File: src/rtl/hex_mul_seq_pkg.sv
// Shared definitions for the nibble-serial hex multiplier: widths, the state
// code seen by both the sequencer and the datapath, and the nibble mux.
package hex_mul_pkg;

    localparam int unsigned OP_W    = 8;
    localparam int unsigned NIB_W   = 4;
    localparam int unsigned STATE_W = 3;
    localparam int unsigned PROD_W  = 2 * OP_W;

    // Numeric values are part of the datapath contract; do not reorder.
    typedef enum logic [STATE_W-1:0] {
        IDLE      = 3'd0,
        COMPUTE_1 = 3'd1,
        COMPUTE_2 = 3'd2,
        COMPUTE_3 = 3'd3,
        COMPUTE_4 = 3'd4,
        COMPUTE_5 = 3'd5,
        COMPUTE_6 = 3'd6
    } state_e;

    typedef struct packed {
        logic [NIB_W-1:0] in_1;
        logic [NIB_W-1:0] in_2;
    } nib_pair_t;

    // Nibble pair issued to the datapath in each state; zero outside C1..C4.
    function automatic nib_pair_t nib_sel(input state_e          state,
                                          input logic [OP_W-1:0] a,
                                          input logic [OP_W-1:0] b);
        nib_pair_t p;
        p = '0;
        case (state)
            COMPUTE_1: begin
                p.in_1 = a[NIB_W-1:0];
                p.in_2 = b[NIB_W-1:0];
            end
            COMPUTE_2: begin
                p.in_1 = a[OP_W-1:NIB_W];
                p.in_2 = b[NIB_W-1:0];
            end
            COMPUTE_3: begin
                p.in_1 = a[NIB_W-1:0];
                p.in_2 = b[OP_W-1:NIB_W];
            end
            COMPUTE_4: begin
                p.in_1 = a[OP_W-1:NIB_W];
                p.in_2 = b[OP_W-1:NIB_W];
            end
            default: p = '0;
        endcase
        return p;
    endfunction

endpackage

File: src/rtl/hex_mul_seq_if.sv
// Operand/product handshake bundle of the hex multiplier sequencer.
// master = operand source / product consumer, slave = sequencer.
interface hex_mul_seq_if
    import hex_mul_pkg::*;
();

    logic              in_valid;
    logic              in_ready;
    logic [OP_W-1:0]   in_a;
    logic [OP_W-1:0]   in_b;
    logic              out_valid;
    logic              out_ready;
    logic [PROD_W-1:0] out_product;

    modport master (
        output in_valid,
        output in_a,
        output in_b,
        output out_ready,
        input  in_ready,
        input  out_valid,
        input  out_product
    );

    modport slave (
        input  in_valid,
        input  in_a,
        input  in_b,
        input  out_ready,
        output in_ready,
        output out_valid,
        output out_product
    );

endinterface

File: src/rtl/hex_mul_seq.sv
// Sequencer for the nibble-serial hex multiplier. Captures an 8x8 operand pair,
// walks the datapath through four nibble products, sums the returned pre-shifted
// partial products and presents the 16-bit result until it is taken.
module hex_mul_seq
    import hex_mul_pkg::*;
(
    input  logic               clk,
    input  logic               rst_n,
    hex_mul_seq_if.slave       bus,
    output logic [STATE_W-1:0] mul_state,
    output logic [NIB_W-1:0]   mul_in_1,
    output logic [NIB_W-1:0]   mul_in_2,
    input  logic [PROD_W-1:0]  mul_out
);

    state_e            state_q, state_d;
    logic [OP_W-1:0]   a_q, a_d;
    logic [OP_W-1:0]   b_q, b_d;
    logic [PROD_W-1:0] acc_q, acc_d;
    logic              in_ready_q, in_ready_d;
    logic              out_valid_q, out_valid_d;
    logic [PROD_W-1:0] out_product_q, out_product_d;
    nib_pair_t         nib;

    // Next state, operand capture and accumulation, plus the registered outputs
    // derived from the next state so they line up with the state register.
    always_comb begin
        state_d = state_q;
        a_d     = a_q;
        b_d     = b_q;
        acc_d   = acc_q;
        case (state_q)
            IDLE: begin
                if (bus.in_valid) begin
                    a_d     = bus.in_a;
                    b_d     = bus.in_b;
                    acc_d   = '0;
                    state_d = COMPUTE_1;
                end
            end
            COMPUTE_1: state_d = COMPUTE_2;
            // mul_out here is the partial product issued one state earlier.
            COMPUTE_2: begin
                acc_d   = acc_q + mul_out;
                state_d = COMPUTE_3;
            end
            COMPUTE_3: begin
                acc_d   = acc_q + mul_out;
                state_d = COMPUTE_4;
            end
            COMPUTE_4: begin
                acc_d   = acc_q + mul_out;
                state_d = COMPUTE_5;
            end
            COMPUTE_5: begin
                acc_d   = acc_q + mul_out;
                state_d = COMPUTE_6;
            end
            COMPUTE_6: begin
                // Returning to IDLE only; a new pair is taken on a later edge.
                if (bus.out_ready) begin
                    state_d = IDLE;
                end
            end
            default: state_d = IDLE;
        endcase

        in_ready_d    = (state_d == IDLE);
        out_valid_d   = (state_d == COMPUTE_6);
        out_product_d = out_valid_d ? acc_d : '0;
    end

    // Single state/output register bank; reset abandons any operation in flight.
    always_ff @(posedge clk or negedge rst_n) begin
        if (!rst_n) begin
            state_q       <= IDLE;
            a_q           <= '0;
            b_q           <= '0;
            acc_q         <= '0;
            in_ready_q    <= 1'b1;
            out_valid_q   <= 1'b0;
            out_product_q <= '0;
        end else begin
            state_q       <= state_d;
            a_q           <= a_d;
            b_q           <= b_d;
            acc_q         <= acc_d;
            in_ready_q    <= in_ready_d;
            out_valid_q   <= out_valid_d;
            out_product_q <= out_product_d;
        end
    end

    // Nibble operands follow the current state combinationally.
    always_comb begin
        nib = nib_sel(state_q, a_q, b_q);
    end

    assign mul_state       = state_q;
    assign mul_in_1        = nib.in_1;
    assign mul_in_2        = nib.in_2;
    assign bus.in_ready    = in_ready_q;
    assign bus.out_valid   = out_valid_q;
    assign bus.out_product = out_product_q;

endmodule

File: src/flat_wrapper.sv
// flat-port wrapper written by rule: the top's interface ports become plain ports
module hex_mul_seq_flat import hex_mul_pkg::*;
  (clk, rst_n, mul_state, mul_in_1, mul_in_2, mul_out, bus_in_valid, bus_in_a, bus_in_b, bus_out_ready, bus_in_ready, bus_out_valid, bus_out_product);
  hex_mul_seq_if bus_i ();
  input  logic clk;
  input  logic rst_n;
  output logic [STATE_W-1:0] mul_state;
  output logic [NIB_W-1:0] mul_in_1;
  output logic [NIB_W-1:0] mul_in_2;
  input  logic [PROD_W-1:0] mul_out;
  input wire logic [$bits(bus_i.in_valid)-1:0] bus_in_valid;
  input wire logic [$bits(bus_i.in_a)-1:0] bus_in_a;
  input wire logic [$bits(bus_i.in_b)-1:0] bus_in_b;
  input wire logic [$bits(bus_i.out_ready)-1:0] bus_out_ready;
  output wire logic [$bits(bus_i.in_ready)-1:0] bus_in_ready;
  output wire logic [$bits(bus_i.out_valid)-1:0] bus_out_valid;
  output wire logic [$bits(bus_i.out_product)-1:0] bus_out_product;
  assign bus_i.in_valid = bus_in_valid;
  assign bus_i.in_a = bus_in_a;
  assign bus_i.in_b = bus_in_b;
  assign bus_i.out_ready = bus_out_ready;
  assign bus_in_ready = bus_i.in_ready;
  assign bus_out_valid = bus_i.out_valid;
  assign bus_out_product = bus_i.out_product;
  hex_mul_seq u_core (.clk(clk), .rst_n(rst_n), .bus(bus_i), .mul_state(mul_state), .mul_in_1(mul_in_1), .mul_in_2(mul_in_2), .mul_out(mul_out));
endmodule
File: config.mk
export PLATFORM = sky130hd
export DESIGN_NAME = hex_mul_seq_flat
export DESIGN_NICKNAME = d
export VERILOG_FILES = /design/src/rtl/hex_mul_seq_pkg.sv /design/src/rtl/hex_mul_seq_if.sv /design/src/rtl/hex_mul_seq.sv /design/src/flat_wrapper.sv
export SDC_FILE = /design/constraint.sdc
export NUM_CORES = 1
export LEC_CHECK = 0
export CORE_MARGIN = 3
export CORE_UTILIZATION = 55
export DETAILED_ROUTE_END_ITERATION = 7
export GPL_TIMING_DRIVEN = 0
export PLACE_DENSITY = 0.85
export SKIP_LAST_GASP = 1
export SYNTH_ARGS = -nofsm -noshare
export SYNTH_HDL_FRONTEND = slang
export SYNTH_SLANG_ARGS = --single-unit
File: constraint.sdc
create_clock -name clk -period 3.6 [get_ports clk]
set_input_delay 0.72 -clock clk [delete_from_list [all_inputs] [get_ports clk]]
set_output_delay 0.72 -clock clk [all_outputs]
set_load 0.02 [all_outputs]
==> implementation parameters, run 1 <==
Parameter                              Value

Outcome
  Status    finished, final reports clean

Setup path
  Crit-path leading delay family    buffers and inverters
  Buffers and inverters on the worst path    3
  Required time of the critical path    approximately 2.9 ns
  Kind of end point of the critical path    primary output
  Crit Path Category    reg -> out
  Maximum fanout encountered on the critical timing path    10
  Cell chain of the critical path    clkbuf_1 -> xor2_2 -> buf_2 -> nand2_1 -> o21ai_0 -> clkdlybuf4s50_1
  CP Data Arrival Time    2.71 ns
  Max stage delay on crit path    0.65 ns
  Crit path max-delay cell type    sky130_fd_sc_hd__clkdlybuf4s50_1
  Critical Path Start Type    register

STA
  Upper clock frequency limit    between 0.2 and 0.3 GHz
  Period utilisation layout    between 90% and 100%
  Relative slew slack    60.0%
  Worst slack on hold paths    around 0.35 ns
  Max-slew violation count    0
  Final-layout setup total negative slack    0 ns
  Pin slew with the least headroom to its limit    0.598 ns
  Unrepaired setup endpoints after global routing    no
  Setup clock skew after layout    ~0.0074 ns
  Final-report hold violation count    0
  Final min period    between 3 and 4 ns
  Final number of setup-violating endpoints    0

Layout
  Synthesis-to-finish area growth    29.1%
  Total inserted antenna cells    0
  Utilization after layout    approximately three quarters
  Non-filler cells, final    about 420
  Number of nets at the end of the flow    between 400 and 500
  Share of post-route cells with drive strength above 1    between 10% and 20%

Synth
  Asr flop ratio synth    100%
  Primary flip-flop cell chosen by synthesis mapping    sky130_fd_sc_hd__dfrtp_1
  Flop and latch count out of synthesis    53
  Number of distinct library cell variants in the gate-level netlist after synthesis    55
  Post-Synthesis Net Count    336
  Number of enable flip-flop cells after synthesis    0
  Share of synthesized area occupied by flip-flops and latches    approximately 45%
  YS warnings    0
  Area of the mapped netlist    between 2000 and 3000 um2
  Mean Syn Cell Area    approximately 10 um2
  Cells after synthesis    around 280

Detailed routing
  Vias    between 2,000 and 2,500
  Via density per instance    approximately 5.8
  Violation count after the first detailed-route iteration    ~160
  Wire length reported by the detailed router    roughly 7000 um
  WL/cell    roughly 17 um
  Antenna-violating nets left    0
  DRC errors left    0
  Drt pass-1 iters    4

Clock tree
  Count of cells resized by post-cts repair    0
  Maximum level of the CTS H-tree    2
  Clock insertion delay at the later pin of the skew report    slightly above 0.3 ns
  Number of buffers inserted for hold repair after clock tree synthesis    0
  Clk Tree Root Cell    sky130_fd_sc_hd__clkbuf_8
  Post-CTS repair timing setup buffer count    0
  Clock-pin slew of the registers on the worst-case setup and hold paths    ~0.10 ns
  Clock tree from TritonCTS    yes
  Maximum root-to-sink buffer count    2
  Cts bufs inserted    5
  CTS Sinks    between 50 and 60

Placement
  Placed Cells    about 420
  DP Wirelength    approximately 5300 um
  Count of input and output buffers    64
  Final estimated routing congestion in global placement    between 0.9 and 1

Power
  Post-route total power    roughly 3.6 mW
  Standby leakage power    roughly 1.6 nW
  Power density over the cells    approximately 960 nW/um2
  IR drop worst, VDD    about 0.55 mV

Global route
  Met2 usage in global routing    42.1%
  Via count of the first global-routing pass    2,540
  GR met1 Demand/Resource    between 20% and 30%
  Met3 GRT Util    ~5.1%
  Aggregate global-route resource usage    a little under a quarter
  Global-route wire length before repair    about 12,000 um
  GR Overflow Total    0
  GR peak layer    met2
  Antenna violations before repair    0
  Maximum number of pins on one net before global-route repair    34

Job
  Max-cap viol count    0

Floorplan
  Die outline area    between 6000 and 7000 um2
  Effective utilization at floorplan    between 50% and 60%
  Die height    79.1 um
  Boundary Pins    65
  Core Region    just under 5000 um2
  Floorplan die width    79.1 um
  Number of standard-cell rows in the floorplan    25

Hold path
  Hold crit path type    in -> async
==> cell usage after synthesis (2+ instances only) <==
cell type | count | area (um2)
sky130_fd_sc_hd__a211o_1 | 2 | 17.5
sky130_fd_sc_hd__a21o_1 | 7 | 52.6
sky130_fd_sc_hd__a21oi_1 | 10 | 50.1
sky130_fd_sc_hd__a22o_1 | 4 | 35.0
sky130_fd_sc_hd__a22oi_1 | 3 | 22.5
sky130_fd_sc_hd__a311oi_1 | 2 | 17.5
sky130_fd_sc_hd__a31oi_1 | 7 | 43.8
sky130_fd_sc_hd__a32o_1 | 6 | 60.1
sky130_fd_sc_hd__and2_1 | 14 | 87.6
sky130_fd_sc_hd__buf_2 | 5 | 25.0
sky130_fd_sc_hd__clkbuf_1 | 4 | 15.0
sky130_fd_sc_hd__dfrtp_1 | 52 | 1300
sky130_fd_sc_hd__ha_1 | 15 | 188
sky130_fd_sc_hd__inv_1 | 9 | 33.8
sky130_fd_sc_hd__mux2_2 | 18 | 203
sky130_fd_sc_hd__nand2_1 | 30 | 113
sky130_fd_sc_hd__nand3_1 | 8 | 40.0
sky130_fd_sc_hd__nor2_1 | 7 | 26.3
sky130_fd_sc_hd__nor2b_1 | 7 | 43.8
sky130_fd_sc_hd__nor3_1 | 4 | 20.0
sky130_fd_sc_hd__o2111ai_1 | 2 | 17.5
sky130_fd_sc_hd__o21a_1 | 2 | 15.0
sky130_fd_sc_hd__o21ai_0 | 23 | 115
sky130_fd_sc_hd__o21bai_1 | 2 | 15.0
sky130_fd_sc_hd__or3_1 | 5 | 31.3
sky130_fd_sc_hd__xnor2_1 | 6 | 52.6
sky130_fd_sc_hd__xor2_1 | 2 | 17.5
==> sequential cells by signal, summed over array words and instances (netlist names) <==
name,flops
u_core.b_q,8
u_core.bus.out_product,16
u_core.acc_q,16
u_core.bus.in_ready,1
u_core.a_q,8
u_core.bus.out_valid,1
u_core.mul_state,3
==> per-stage QoR <==
| step | instance area, um2 | setup WS, ns |
|---|---|---|
| after CTS | 3790 | 0.161 |
| final | 3790 | 0.172 |
| after global routing | 3790 | 0.0464 |
| after global placement | 3660 | 0.306 |
| after floorplan | 2940 | 0.952 |
| after detailed placement | 3680 | 0.323 |
==> report_power, final <==
| part | internal [mW] | total [mW] | switching, mW |
|---|---|---|---|
| combinational | 0.970 | 2.20 | 1.23 |
| sequential | 0.862 | 1.01 | 0.149 |
| clock | 0.212 | 0.425 | 0.213 |
==> placed cells by master, fill, tap and decap left out, types with 3 or more instances in the layout <==
cell type and count:
sky130_fd_sc_hd__nand2_1 30, sky130_fd_sc_hd__dfrtp_1 52, sky130_fd_sc_hd__a22o_1 4, sky130_fd_sc_hd__a32o_1 6, sky130_fd_sc_hd__or3_1 5, sky130_fd_sc_hd__nor3_1 4, sky130_fd_sc_hd__a21o_1 7, sky130_fd_sc_hd__ha_1 15
sky130_fd_sc_hd__and2_1 14, sky130_fd_sc_hd__a22oi_1 3, sky130_fd_sc_hd__a31oi_1 7, sky130_fd_sc_hd__nor2_1 7, sky130_fd_sc_hd__mux2_2 18, sky130_fd_sc_hd__buf_2 6, sky130_fd_sc_hd__nand3_1 8, sky130_fd_sc_hd__clkbuf_1 4
sky130_fd_sc_hd__o21ai_0 23, sky130_fd_sc_hd__clkdlybuf4s50_1 63, sky130_fd_sc_hd__a21oi_1 10, sky130_fd_sc_hd__inv_1 9, sky130_fd_sc_hd__nor2b_1 7, sky130_fd_sc_hd__xnor2_1 6, sky130_fd_sc_hd__clkbuf_8 5
==> per-layer routing <==
metal | vias to the layer above | share of wire, %
met5 | - | 0
met4 | 0 | 1.7
met3 | 13 | 5.9
met2 | 76 | 50
met1 | 1166 | 42
li1 | 1186 | -
==> layout make-up <==
cell class	count	area [um2]
fillers	359	1150
flip-flops and latches	53	1330
inverters	9	33.8
repair buffers	65	656
well taps	67	83.8
clock inverters	3	47.5
clock buffers	5	68.8
plain buffers	10	47.5
multi-input cells	212	1530
==> kinds of logic after synthesis <==
group	count (synthesis)	synth area share (%)
compound gates	81	18.9
xor+xnor	9	2.94
fa+ha+maj	16	7.07
buf+inv	19	2.77
flops	53	45.2
mux	18	6.90
simple gates	88	16.2
==> path summary, 6_finish.rpt <==
check,slack (ns),startpoint,end,cells after the start
max,0.17,u_core.mul_state[2],mul_in_1[3],6
min,0.35,rst_n,u_core.bus.out_product[5],1
max reg2reg,1.12,u_core.acc_q[0],u_core.bus.out_product[12],9
min reg2reg,0.52,u_core.a_q[6],u_core.a_q[6],1
max in group asynchronous,2.72,rst_n,u_core.b_q[5],2
min in group clk,0.52,u_core.a_q[6],u_core.a_q[6],1
Power figures use the tool's default switching activity.
==> run 2: changes to the inputs <==
--- a/config.mk
+++ b/config.mk
@@ -8,7 +8,6 @@
 export CORE_MARGIN = 3
 export CORE_UTILIZATION = 55
 export DETAILED_ROUTE_END_ITERATION = 7
-export GPL_TIMING_DRIVEN = 0
 export PLACE_DENSITY = 0.85
 export SKIP_LAST_GASP = 1
 export SYNTH_ARGS = -nofsm -noshare
==> run 2 against run 1 <==
Compared with the run above:
- register-to-register slack improved by 0.08 ns
- wire length decreased by 4.9%
- global-route usage down 1.1 points
- first-iteration DRC count up 9.2%
- utilization is 1.2 points lower
- power shrank 3.6%
- sequential power up 5%
- final cell count is 1.7% lower
- critical endpoint is now mul_in_2[1]
==> implementation parameters, run 2 (synthesis results as in run 1) <==
Parameter                              Value

STA
  Final min period    roughly 3.1 ns
  Final-layout setup total negative slack    0 ns
  Setup clock skew after layout    between 0.007 and 0.008 ns
  Final-report hold violation count    0
  Max-slew violation count    0
  Final number of setup-violating endpoints    0
  Relative slew slack    approximately 17%
  Pin slew with the least headroom to its limit    roughly 1.2 ns
  Worst slack on hold paths    between 0.4 and 0.5 ns
  Upper clock frequency limit    between 0.3 and 0.4 GHz
  Unrepaired setup endpoints after global routing    no
  Period utilisation layout    between 80% and 90%

Floorplan
  Die outline area    ~6300 um2
  Die height    around 79 um
  Number of standard-cell rows in the floorplan    25
  Effective utilization at floorplan    roughly three fifths
  Core Region    slightly below 5000 um2
  Floorplan die width    79.1 um
  Boundary Pins    65

Clock tree
  Clock-pin slew of the registers on the worst-case setup and hold paths    about 0.10 ns
  Cts bufs inserted    5
  Maximum root-to-sink buffer count    2
  Count of cells resized by post-cts repair    0
  Clk Tree Root Cell    sky130_fd_sc_hd__clkbuf_8
  Post-CTS repair timing setup buffer count    0
  Clock insertion delay at the later pin of the skew report    ~0.31 ns
  Maximum level of the CTS H-tree    2
  Number of buffers inserted for hold repair after clock tree synthesis    0
  Clock tree from TritonCTS    yes
  CTS Sinks    53

Power
  IR drop worst, VDD    0.605 mV
  Post-route total power    between 3 and 4 mW
  Standby leakage power    between 1.5 and 2 nW
  Power density over the cells    939 nW/um2

Setup path
  Crit path max-delay cell type    sky130_fd_sc_hd__dfrtp_1
  Required time of the critical path    ~2.9 ns
  CP Data Arrival Time    2.41 ns
  Critical Path Start Type    register
  Kind of end point of the critical path    primary output
  Reg2Reg Depth    4
  Slack of the worst reg-to-reg path    1.20 ns
  Crit Reg-Reg Endpoint    u_core.bus.out_product[12]
  Crit-path leading delay family    flip-flops
  Worst reg2reg startpoint    u_core.mul_state[1]
  Crit Path Category    reg -> out
  Cell chain of the critical path    nor2b_1 -> a21oi_1 -> o21ai_0 -> clkdlybuf4s50_1
  Maximum fanout encountered on the critical timing path    15
  Buffers and inverters on the worst path    1
  Max stage delay on crit path    ~0.66 ns

Placement
  Placed Cells    409
  DP Wirelength    around 5000 um
  Count of input and output buffers    64
  Final estimated routing congestion in global placement    around 0.94

Detailed routing
  Violation count after the first detailed-route iteration    approximately 180
  WL/cell    ~16 um
  Wire length reported by the detailed router    about 6700 um
  Antenna-violating nets left    0
  Drt pass-1 iters    4
  Vias    around 2,400
  Via density per instance    between 5 and 6
  DRC errors left    0

Global route
  Antenna violations before repair    0
  Maximum number of pins on one net before global-route repair    34
  Via count of the first global-routing pass    approximately 2,500
  Aggregate global-route resource usage    22.8%
  GR Overflow Total    0
  Global-route wire length before repair    11,300 um

Layout
  Sequential cell area    1330 um2
  Number of nets at the end of the flow    ~400
  Leading cell type in the layout, fill and taps excluded    sky130_fd_sc_hd__clkdlybuf4s50_1
  Layout fillers    approximately 400
  Non-filler cells, final    between 400 and 500
  Total inserted antenna cells    0
  Share of post-route cells with drive strength above 1    a little under an eighth
  Commonest non-fill, non-tap cells in the layout    sky130_fd_sc_hd__clkdlybuf4s50_1 (63), sky130_fd_sc_hd__dfrtp_1 (52), sky130_fd_sc_hd__nand2_1 (30), sky130_fd_sc_hd__o21ai_0 (23), sky130_fd_sc_hd__mux2_2 (18)
  Synthesis-to-finish area growth    27.1%
  Area of combinational cells with multiple inputs    around 1500 um2
  Utilization after layout    approximately three quarters

Hold path
  Hold crit path type    in -> async

Job
  Max-cap viol count    0

Outcome
  Status    finished, final reports clean
==> run 2: cell count changes in the layout (fill, tap and decap cells not counted), sizes merged <==
cell	delta
bufinv	-1
buf	-3
clkbuf	-4
inv	-1
clkinv	+2
==> run 2: worst max-delay path by stage <==
stage | cells after the start | from | endpoint | slack [ns]
floorplan | 5 | u_core.mul_state[2] | mul_in_2[1] | 0.95
global placement | 10 | mul_out[0] | u_core.bus.out_product[12] | 0.50
detailed placement | 10 | mul_out[0] | u_core.bus.out_product[12] | 0.44
CTS | 4 | u_core.mul_state[0] | mul_in_2[1] | 0.45
global route | 4 | u_core.mul_state[0] | mul_in_2[1] | 0.29
finish | 4 | u_core.mul_state[0] | mul_in_2[1] | 0.47
==> run 2: cell type report <==
class	count	share of cell area, %
Multi-Input combinational cell	212	40.9
Sequential cell	53	35.6
Timing Repair Buffer	68	17.8
Tap cell	67	2.25
Clock buffer	5	1.84
Inverter	9	0.905
Clock inverter	3	0.704
==> run 2: through the flow <==
step / setup WS (ns) / instance area [um2]
global route: 0.289 / 3730
finish: 0.473 / 3730
detailed placement: 0.436 / 3640
CTS: 0.450 / 3730
floorplan: 0.952 / 2940
global placement: 0.503 / 3640
==> run 2: metal layers <==
metal  wire length [um]  vias to the layer above  GRT usage, %  share of wire (%)
li1                   -                     1174             -                  -
met3                488                       10          6.01                7.3
met4                 81                        0          6.36                1.2
met5                  0                        -             0                  0
met2               3250                       97          38.7                 49
met1               2850                     1164          28.6                 43
==> run 2: power by group <==
group          leakage (nW)  switching (mW)  internal, mW
registers             0.669           0.202         0.862
clock network        0.0487           0.205         0.142
logic                 0.888            1.13         0.963
